<file path="config.mk">
export PLATFORM = sky130hd
export DESIGN_NAME = spi_master
export DESIGN_NICKNAME = d
export VERILOG_FILES = /design/src/rtl/spi_master.sv
export SDC_FILE = /design/constraint.sdc
export NUM_CORES = 1
export LEC_CHECK = 0
export CORE_MARGIN = 8
export CORE_UTILIZATION = 49
export CTS_CLUSTER_DIAMETER = 50
export DETAILED_ROUTE_END_ITERATION = 8
export PLACE_DENSITY = 0.86
export SKIP_CTS_REPAIR_TIMING = 1
export SLEW_MARGIN = 40
export SYNTH_ARGS = -nofsm -noshare
export SYNTH_HDL_FRONTEND = slang
export SYNTH_SLANG_ARGS = --single-unit
</file>
<file path="constraint.sdc">
create_clock -name clk -period 2.25 [get_ports clk]
set_input_delay 0.225 -clock clk [delete_from_list [all_inputs] [get_ports clk]]
set_output_delay 0.225 -clock clk [all_outputs]
set_load 0.02 [all_outputs]
</file>
<file path="src/rtl/spi_master.sv">
// SPI mode-0 master: 8-bit MSB-first frames with a valid/ready byte stream in and a flagged byte out.
// Every output is taken directly from a flop; cs stays low across back-to-back bytes of one frame.
module spi_master #(
  parameter int unsigned CLK_DIV  = 8,
  parameter int unsigned CS_SETUP = 4,
  parameter int unsigned CS_HOLD  = 4,
  parameter int unsigned CS_IDLE  = 8
) (
  input  logic       clk,
  input  logic       rst,
  input  logic [7:0] txd_data,
  input  logic       txd_last,
  input  logic       txd_valid,
  output logic       txd_ready,
  output logic [7:0] rxd_out,
  output logic       rxd_flag,
  output logic       busy,
  output logic       cs,
  output logic       sck,
  output logic       MOSI,
  input  logic       MISO
);

  typedef enum logic [2:0] {
    IDLE     = 3'd0,
    SETUP    = 3'd1,
    SHIFT    = 3'd2,
    BYTE_END = 3'd3,
    HOLD     = 3'd4,
    GAP      = 3'd5
  } state_e;

  localparam logic [7:0] DIV_END   = 8'(CLK_DIV - 1);
  localparam logic [7:0] SETUP_END = 8'(CS_SETUP - 1);
  localparam logic [7:0] HOLD_END  = 8'(CS_HOLD - 1);
  localparam logic [7:0] IDLE_END  = 8'(CS_IDLE - 1);

  state_e     state_q, state_d;
  logic [7:0] cnt_q, cnt_d;
  logic [2:0] bit_q, bit_d;
  logic       half_q, half_d;
  logic [7:0] tx_sr_q, tx_sr_d;
  logic [7:0] rx_sr_q, rx_sr_d;
  logic       last_q, last_d;
  logic       miso_s1_q, miso_s2_q;
  logic       cs_q, cs_d;
  logic       sck_q, sck_d;
  logic       mosi_q, mosi_d;
  logic       txd_ready_q, txd_ready_d;
  logic       rxd_flag_q, rxd_flag_d;
  logic [7:0] rxd_q, rxd_d;
  logic       busy_q, busy_d;
  logic       accept_s;

  assign accept_s = txd_valid & txd_ready_q;

  always_ff @(posedge clk) begin
    if (rst) begin
      state_q     <= IDLE;
      cnt_q       <= 8'd0;
      bit_q       <= 3'd0;
      half_q      <= 1'b0;
      tx_sr_q     <= 8'd0;
      rx_sr_q     <= 8'd0;
      last_q      <= 1'b0;
      miso_s1_q   <= 1'b0;
      miso_s2_q   <= 1'b0;
      cs_q        <= 1'b1;
      sck_q       <= 1'b0;
      mosi_q      <= 1'b0;
      txd_ready_q <= 1'b0;
      rxd_flag_q  <= 1'b0;
      rxd_q       <= 8'd0;
      busy_q      <= 1'b0;
    end else begin
      state_q     <= state_d;
      cnt_q       <= cnt_d;
      bit_q       <= bit_d;
      half_q      <= half_d;
      tx_sr_q     <= tx_sr_d;
      rx_sr_q     <= rx_sr_d;
      last_q      <= last_d;
      miso_s1_q   <= MISO;
      miso_s2_q   <= miso_s1_q;
      cs_q        <= cs_d;
      sck_q       <= sck_d;
      mosi_q      <= mosi_d;
      txd_ready_q <= txd_ready_d;
      rxd_flag_q  <= rxd_flag_d;
      rxd_q       <= rxd_d;
      busy_q      <= busy_d;
    end
  end

  // half_q selects the sck-low (0) or sck-high (1) half of the current bit
  always_comb begin
    state_d = state_q;
    cnt_d   = cnt_q;
    bit_d   = bit_q;
    half_d  = half_q;
    tx_sr_d = tx_sr_q;
    rx_sr_d = rx_sr_q;
    last_d  = last_q;
    case (state_q)
      IDLE: begin
        if (accept_s) begin
          state_d = SETUP;
          cnt_d   = 8'd0;
          tx_sr_d = txd_data;
          last_d  = txd_last;
        end else begin
          cnt_d = 8'd0;
        end
      end
      SETUP: begin
        if (cnt_q == SETUP_END) begin
          state_d = SHIFT;
          cnt_d   = 8'd0;
          bit_d   = 3'd7;
          half_d  = 1'b0;
        end else begin
          cnt_d = cnt_q + 8'd1;
        end
      end
      SHIFT: begin
        if (cnt_q != DIV_END) begin
          cnt_d = cnt_q + 8'd1;
        end else if (!half_q) begin
          cnt_d  = 8'd0;
          half_d = 1'b1;
        end else begin
          cnt_d   = 8'd0;
          half_d  = 1'b0;
          rx_sr_d = {rx_sr_q[6:0], miso_s2_q};
          if (bit_q == 3'd0) begin
            state_d = BYTE_END;
          end else begin
            bit_d   = bit_q - 3'd1;
            tx_sr_d = {tx_sr_q[6:0], 1'b0};
          end
        end
      end
      BYTE_END: begin
        cnt_d = 8'd0;
        if (accept_s) begin
          state_d = SHIFT;
          bit_d   = 3'd7;
          half_d  = 1'b0;
          tx_sr_d = txd_data;
          last_d  = txd_last;
        end else begin
          state_d = HOLD;
        end
      end
      HOLD: begin
        if (cnt_q == HOLD_END) begin
          state_d = GAP;
          cnt_d   = 8'd0;
        end else begin
          cnt_d = cnt_q + 8'd1;
        end
      end
      GAP: begin
        if (cnt_q == IDLE_END) begin
          state_d = IDLE;
          cnt_d   = 8'd0;
        end else begin
          cnt_d = cnt_q + 8'd1;
        end
      end
      default: begin
        state_d = IDLE;
        cnt_d   = 8'd0;
      end
    endcase
  end

  // Outputs are decoded from the next state so they can be registered without lag
  always_comb begin
    cs_d        = (state_d == IDLE) || (state_d == GAP);
    sck_d       = (state_d == SHIFT) && half_d;
    busy_d      = (state_d != IDLE);
    txd_ready_d = (state_d == IDLE) || ((state_d == BYTE_END) && !last_d);
    rxd_flag_d  = (state_d == BYTE_END);
    if (state_d == BYTE_END) begin
      rxd_d = rx_sr_d;
    end else begin
      rxd_d = rxd_q;
    end
    if ((state_d == SETUP) || (state_d == SHIFT)) begin
      mosi_d = tx_sr_d[7];
    end else begin
      mosi_d = mosi_q;
    end
  end

  assign cs        = cs_q;
  assign sck       = sck_q;
  assign MOSI      = mosi_q;
  assign txd_ready = txd_ready_q;
  assign rxd_flag  = rxd_flag_q;
  assign rxd_out   = rxd_q;
  assign busy      = busy_q;

endmodule

</file>
==> impl_metrics.py, run 1 <==
metrics = {
    "route": {
        "ant_nets": 0,
        "drtPass1Iterations": 4,
        "viasPerCell": 5.344,
        "drt_wl_total_mm": 4.228,
        "vias": 1646,
        "post_drt_wl_per_cell_um": 13.73,
        "drc": 0,
        "drtIter0Drc": 93,
    },
    "setup_path": {
        "cp_max_fo": 6,
        "critPathRequiredTime_ns": 2.49,
        "cp-start-kind": "flip-flop",
        "crit_arrival_ns": 2.37,
        "setup.worst_path.class": "flip-flop to flip-flop",
        "end_kind": "flip-flop",
    },
    "synth": {
        "synth_edf_count": 0,
        "syn_avg_cell_area_um2": 9.207,
        "synth_most_common_cell": "dfxtp_1",
        "yosys-top-cells-area": "dfxtp_1 46%, mux2i_1 7.8%, nor2_1 6.4%, a21oi_1 3.2%, a22oi_1 2.2%",
        "synthFlopType": "dfxtp_1",
        "yosys_register_bits": 47,
        "yosys.cell_types.count": 47,
        "async_reset_ff_frac": 0,
        "synth_top_cell_by_area": "dfxtp_1",
        "syn_area_um2": 2053,
        "syn_nets": 239,
        "synthCells": 223,
        "ys_warn_count": 0,
        "synth_seq_area_share": 0.4583,
        "synth_top_area_frac": 0.4583,
        "ys_top_cells_by_count": "47 x dfxtp_1, 35 x nor2_1, 16 x mux2i_1",
    },
    "power": {
        "p_sw_mw": 0.3651,
        "internal-power_mw": 1.138,
        "combinationalPowerShare": 0.083,
        "power.share.sequential": 0.575,
        "leakage_nw": 0.8970,
        "finalPower_mw": 1.503,
        "switching_share": 0.2429,
        "vdd_ir_drop_max_mv": 0.3952,
        "power.density_nw_per_um2": 594.7,
        "clock_power_share": 0.342,
    },
    "cts": {
        "cts_root_buf": "clkbuf_8",
        "clockBufferDepth": 2,
        "clk_pin_slew_ns": 0.09,
        "cts_num_sinks": 47,
        "cts_buffers": 5,
        "clk_latency_ns": 0.30,
        "cts_tree": "done",
        "htreeDepth": 2,
    },
    "final_layout": {
        "diodes": 0,
        "nNetsFinal": 273,
        "fillers": 319,
        "post-route-util": 0.6273,
        "drive_gt1_frac": 0.1124,
        "regArea_um2": 940.9,
        "syn_to_final_growth_pct": 23.10,
        "multiInputGateArea_um2": 1031,
    },
    "timing": {
        "tightest_slew_ns": 0.4636,
        "period_share": 0.9464,
        "setup_viol": 0,
        "fin_crit_ns": 2.129,
        "maxSlewHeadroom": 0.6905,
        "drv_slew": 0,
        "finalSetupTns_ns": 0,
        "finClkSkew_ns": 0.005541,
        "rsz0062_at_grt": "false",
        "fmaxAchievable_ghz": 0.4696,
        "finalHoldViolations": 0,
    },
    "placement": {
        "portBuffers": 26,
        "gp_congestion": 0.8641,
        "dp_hpwl_mm": 3.070,
    },
    "floorplanning": {
        "core_um2": 4029,
        "start_util": 0.5096,
        "io_pins": 27,
        "fp.dieH_um": 80.73,
        "dieArea_um2": 6517,
        "die_w_um": 80.73,
        "fp-row-count": 23,
    },
    "run_status": {
        "status": "finished clean",
    },
    "grt": {
        "grt_pass1_vias": 1703,
        "grt_pass1_wl_mm": 7.293,
        "grt_max_degree": 19,
        "antenna_found_initial": 0,
        "grt_use_total": 0.1402,
        "gr-total-overflow": 0,
    },
    "worst_hold_path": {
        "hold_class": "flip-flop to flip-flop",
    },
    "run": {
        "maxCapViolCount": 0,
    },
}
## cells by family (layout without fill, tap and decap cells)
family | Yosys count | count (layout) | synth area share
and+or+nand+nor | 83 | 83 | 0.2133
DFF | 47 | 47 | 0.4583
AOI/OAI and AO/OA | 43 | 43 | 0.1432
buffers and inverters | 20 | 55 | 0.04143
muxes | 16 | 16 | 0.07800
xor gates and xnor gates | 10 | 10 | 0.04265
adders and majority gates | 4 | 4 | 0.02316
## worst max-delay path, stage by stage, from the launching register on
cell     delay, ns
dfxtp_1       0.32
or4_4         0.54
buf_4         0.19
o31ai_4       0.27
a31oi_4       0.12
or4_1         0.50
a21oi_1       0.12
## power groups by stage
| stage | logic [mW] | registers, mW | clock network [mW] |
|---|---|---|---|
| finish | 0.125 | 0.864 | 0.514 |
| global route | 0.137 | 0.867 | 0.566 |
| CTS | 0.126 | 0.864 | 0.531 |
| detailed placement | 0.125 | 0.883 | 0 |
| global placement | 0.123 | 0.883 | 0 |
| floorplan | 0.0667 | 0.884 | 0 |
## flip-flops by register name, summed over array words and instances, names as in the netlist
register,flops
txd_ready,1
tx_sr_q,8
rxd_out,8
rxd_flag,1
cs,1
cnt_q,8
bit_q,3
half_q,1
busy,1
miso_s2_q,1
last_q,1
rx_sr_q,7
sck,1
MOSI,1
state_q,3
miso_s1_q,1
## layout by cell type (no fill, tap or decap), drive strengths merged, types with 6 or more instances in the layout
| cell | count |
|---|---|
| clkbuf | 6 |
| buf | 14 |
| dfxtp | 47 |
| a22oi | 6 |
| nor2b | 7 |
| o21ai | 12 |
| nand2 | 7 |
| clkdlybuf4s50 | 26 |
| nor3 | 7 |
| a21oi | 13 |
| nor2 | 36 |
| inv | 8 |
| mux2i | 16 |
## metrics by stage
stage	hold WS [ns]	instances	worst slack, ns	cell area, um2
finish	0.4396	308	0.1205	2527
global route	0.4719	308	0.03136	2527
CTS	0.4436	308	0.07070	2524
detailed placement	0.4308	300	0.09165	2435
global placement	0.4257	300	0.1374	2435
floorplan	0.3532	223	0.04529	2053
## layout make-up
class,instances,share of cell area
clock buffers,6,0.02871
clock inverters,2,0.006436
flip-flops and latches,47,0.3723
well taps,50,0.02475
multi-input cells,156,0.4079
inverters,7,0.01040
repair buffers,40,0.1495
## final timing paths
check | startpoint | endpoint | slack, ns | cells after the start
max | cnt_q[3] | txd_ready | 0.12 | 6
min | cnt_q[0] | cnt_q[0] | 0.44 | 1
max reg2reg | cnt_q[3] | txd_ready | 0.12 | 6
min reg2reg | cnt_q[0] | cnt_q[0] | 0.44 | 1
## layer usage
metal	vias to the layer above	GRT usage	part of all wire
met1	761	0.1702	0.48
met3	5	0.04194	0.059
met2	41	0.2261	0.45
li1	839	-	-
met4	0	0.05893	0.012
met5	-	0	0
Note: power is estimated with default switching activity, not from simulation.
==> run 2: changes to the inputs <==
--- a/config.mk
+++ b/config.mk
@@ -5,6 +5,7 @@
 export SDC_FILE = /design/constraint.sdc
 export NUM_CORES = 1
 export LEC_CHECK = 0
+export CORE_ASPECT_RATIO = 1.5
 export CORE_MARGIN = 8
 export CORE_UTILIZATION = 49
 export CTS_CLUSTER_DIAMETER = 50
==> run 2 against run 1 <==
Utilization shrank 1.9 points. Count of clock-buffer cells in the layout decreased by 1. Sequential power is essentially flat.
==> impl_metrics.py, run 2 (synthesized netlist as in run 1, its figures left out) <==
metrics = {
    "setup_path": {
        "cp-start-kind": "flip-flop",
        "slowest_stage": "or4_1",
        "rr_worst_depth": 5,
        "setup.worst_path.class": "flip-flop to flip-flop",
        "end_kind": "flip-flop",
        "cpPeakStageDelay_ns": 0.54,
        "critPathTopFamily": "simple AND/OR/NAND/NOR gates",
        "critical_path.cell_chain": "or4_1 > or4_4 > a31oi_4 > nor4_1 > or3_1",
        "crit_arrival_ns": 2.33,
        "cp_num_buf_inv": 0,
        "critPathRequiredTime_ns": 2.44,
        "critical_path_depth": 5,
        "cp_max_fo": 5,
    },
    "timing": {
        "fin_crit_ns": 2.136,
        "fin_ws_ns": 0.1135,
        "rsz0062_at_grt": "false",
        "finalHoldViolations": 0,
        "finClkSkew_ns": 0.007503,
        "tightest_slew_ns": 0.4593,
        "drv_slew": 0,
        "period_share": 0.9495,
        "setup_viol": 0,
        "finalSetupTns_ns": 0,
        "fmaxAchievable_ghz": 0.4681,
        "maxSlewHeadroom": 0.6934,
    },
    "cts": {
        "clockBufferDepth": 2,
        "clk_pin_slew_ns": 0.08,
        "htreeDepth": 2,
        "cts_tree": "done",
        "cts_num_sinks": 47,
        "cts_root_buf": "clkbuf_8",
        "cts_buffers": 5,
        "clk_latency_ns": 0.31,
    },
    "route": {
        "vias": 1696,
        "drt_wl_total_mm": 4.343,
        "viasPerCell": 5.635,
        "ant_nets": 0,
        "drtIter0Drc": 106,
        "post_drt_wl_per_cell_um": 14.43,
        "drtPass1Iterations": 4,
        "drc": 0,
    },
    "final_layout": {
        "syn_to_final_growth_pct": 22.55,
        "layout_common_cells": "47 x dfxtp_1, 35 x nor2_1, 26 x clkdlybuf4s50_1",
        "finalNonFillerCells": 301,
        "nNetsFinal": 270,
        "diodes": 0,
        "drive_gt1_frac": 0.1059,
        "final_common_cell": "dfxtp_1",
        "fin_area_um2": 2516,
        "fillers": 356,
    },
    "power": {
        "finalPower_mw": 1.616,
        "power.density_nw_per_um2": 642.1,
        "leakage_nw": 0.9000,
        "vdd_ir_drop_max_mv": 0.8248,
    },
    "run_status": {
        "status": "finished clean",
    },
    "placement": {
        "place_area_um2": 2395,
        "pre_cts_ws_ns": 0.08006,
        "dp_hpwl_mm": 3.111,
        "gp_congestion": 0.9246,
        "portBuffers": 26,
        "placed_cells": 293,
    },
    "grt": {
        "gr-total-overflow": 0,
        "grt_use_total": 0.1383,
        "grt_pass1_wl_mm": 7.086,
        "grt_pass1_vias": 1626,
        "antenna_found_initial": 0,
        "grt_max_degree": 21,
    },
    "floorplanning": {
        "fp.dieH_um": 95.28,
        "start_util": 0.4964,
        "io_pins": 27,
        "dieArea_um2": 6561,
        "fp-row-count": 29,
        "die_w_um": 68.86,
        "core_um2": 4136,
    },
    "worst_hold_path": {
        "worstHoldPathCells": 1,
        "hold_class": "flip-flop to flip-flop",
    },
    "run": {
        "maxCapViolCount": 0,
    },
}
[run 2: worst register-to-register path, cell delays in order (launching register included)]
cell     delay [ns]
dfxtp_1        0.35
or4_1          0.54
or4_4          0.51
a31oi_4        0.20
nor4_1         0.09
or3_1          0.34
[run 2: area by class of cell]
cell class	instances	area (um2)	share of cell area
inverter	7	26.28	0.01044
multi-input combinational	156	1033	0.4107
clock buffer	5	68.82	0.02735
timing repair buffer	37	342.8	0.1363
tap	46	57.56	0.02287
sequential	47	940.9	0.3739
clock inverter	3	46.29	0.01840
[run 2: where the power goes]
part	internal, mW	total (mW)	switching [mW]
clock network	0.335	0.631	0.296
registers	0.850	0.863	0.0130
logic	0.0620	0.122	0.0599
total	1.25	1.62	0.369
[run 2: through the flow]
step,hold WS (ns),util
final,0.4461,0.6083
after global routing,0.4673,0.6083
after floorplan,0.3532,-
after global placement,0.4249,0.5789
after CTS,0.4513,0.6068
after detailed placement,0.4276,0.5789
[run 2: worst paths after layout]
| check | start | endpoint | slack (ns) |
|---|---|---|---|
| max | cnt_q[3] | cs | 0.11 |
| min | miso_s1_q | miso_s2_q | 0.45 |
| max reg2reg | cnt_q[3] | cs | 0.11 |
| min reg2reg | miso_s1_q | miso_s2_q | 0.45 |
[run 2: layer usage]
metal | global-route usage | vias up | wire [um]
met1 | 0.1472 | 812 | 1723
met3 | 0.03647 | 5 | 301
li1 | - | 833 | -
met5 | 0 | - | 0
met2 | 0.2460 | 46 | 2235
met4 | 0.05546 | 0 | 82
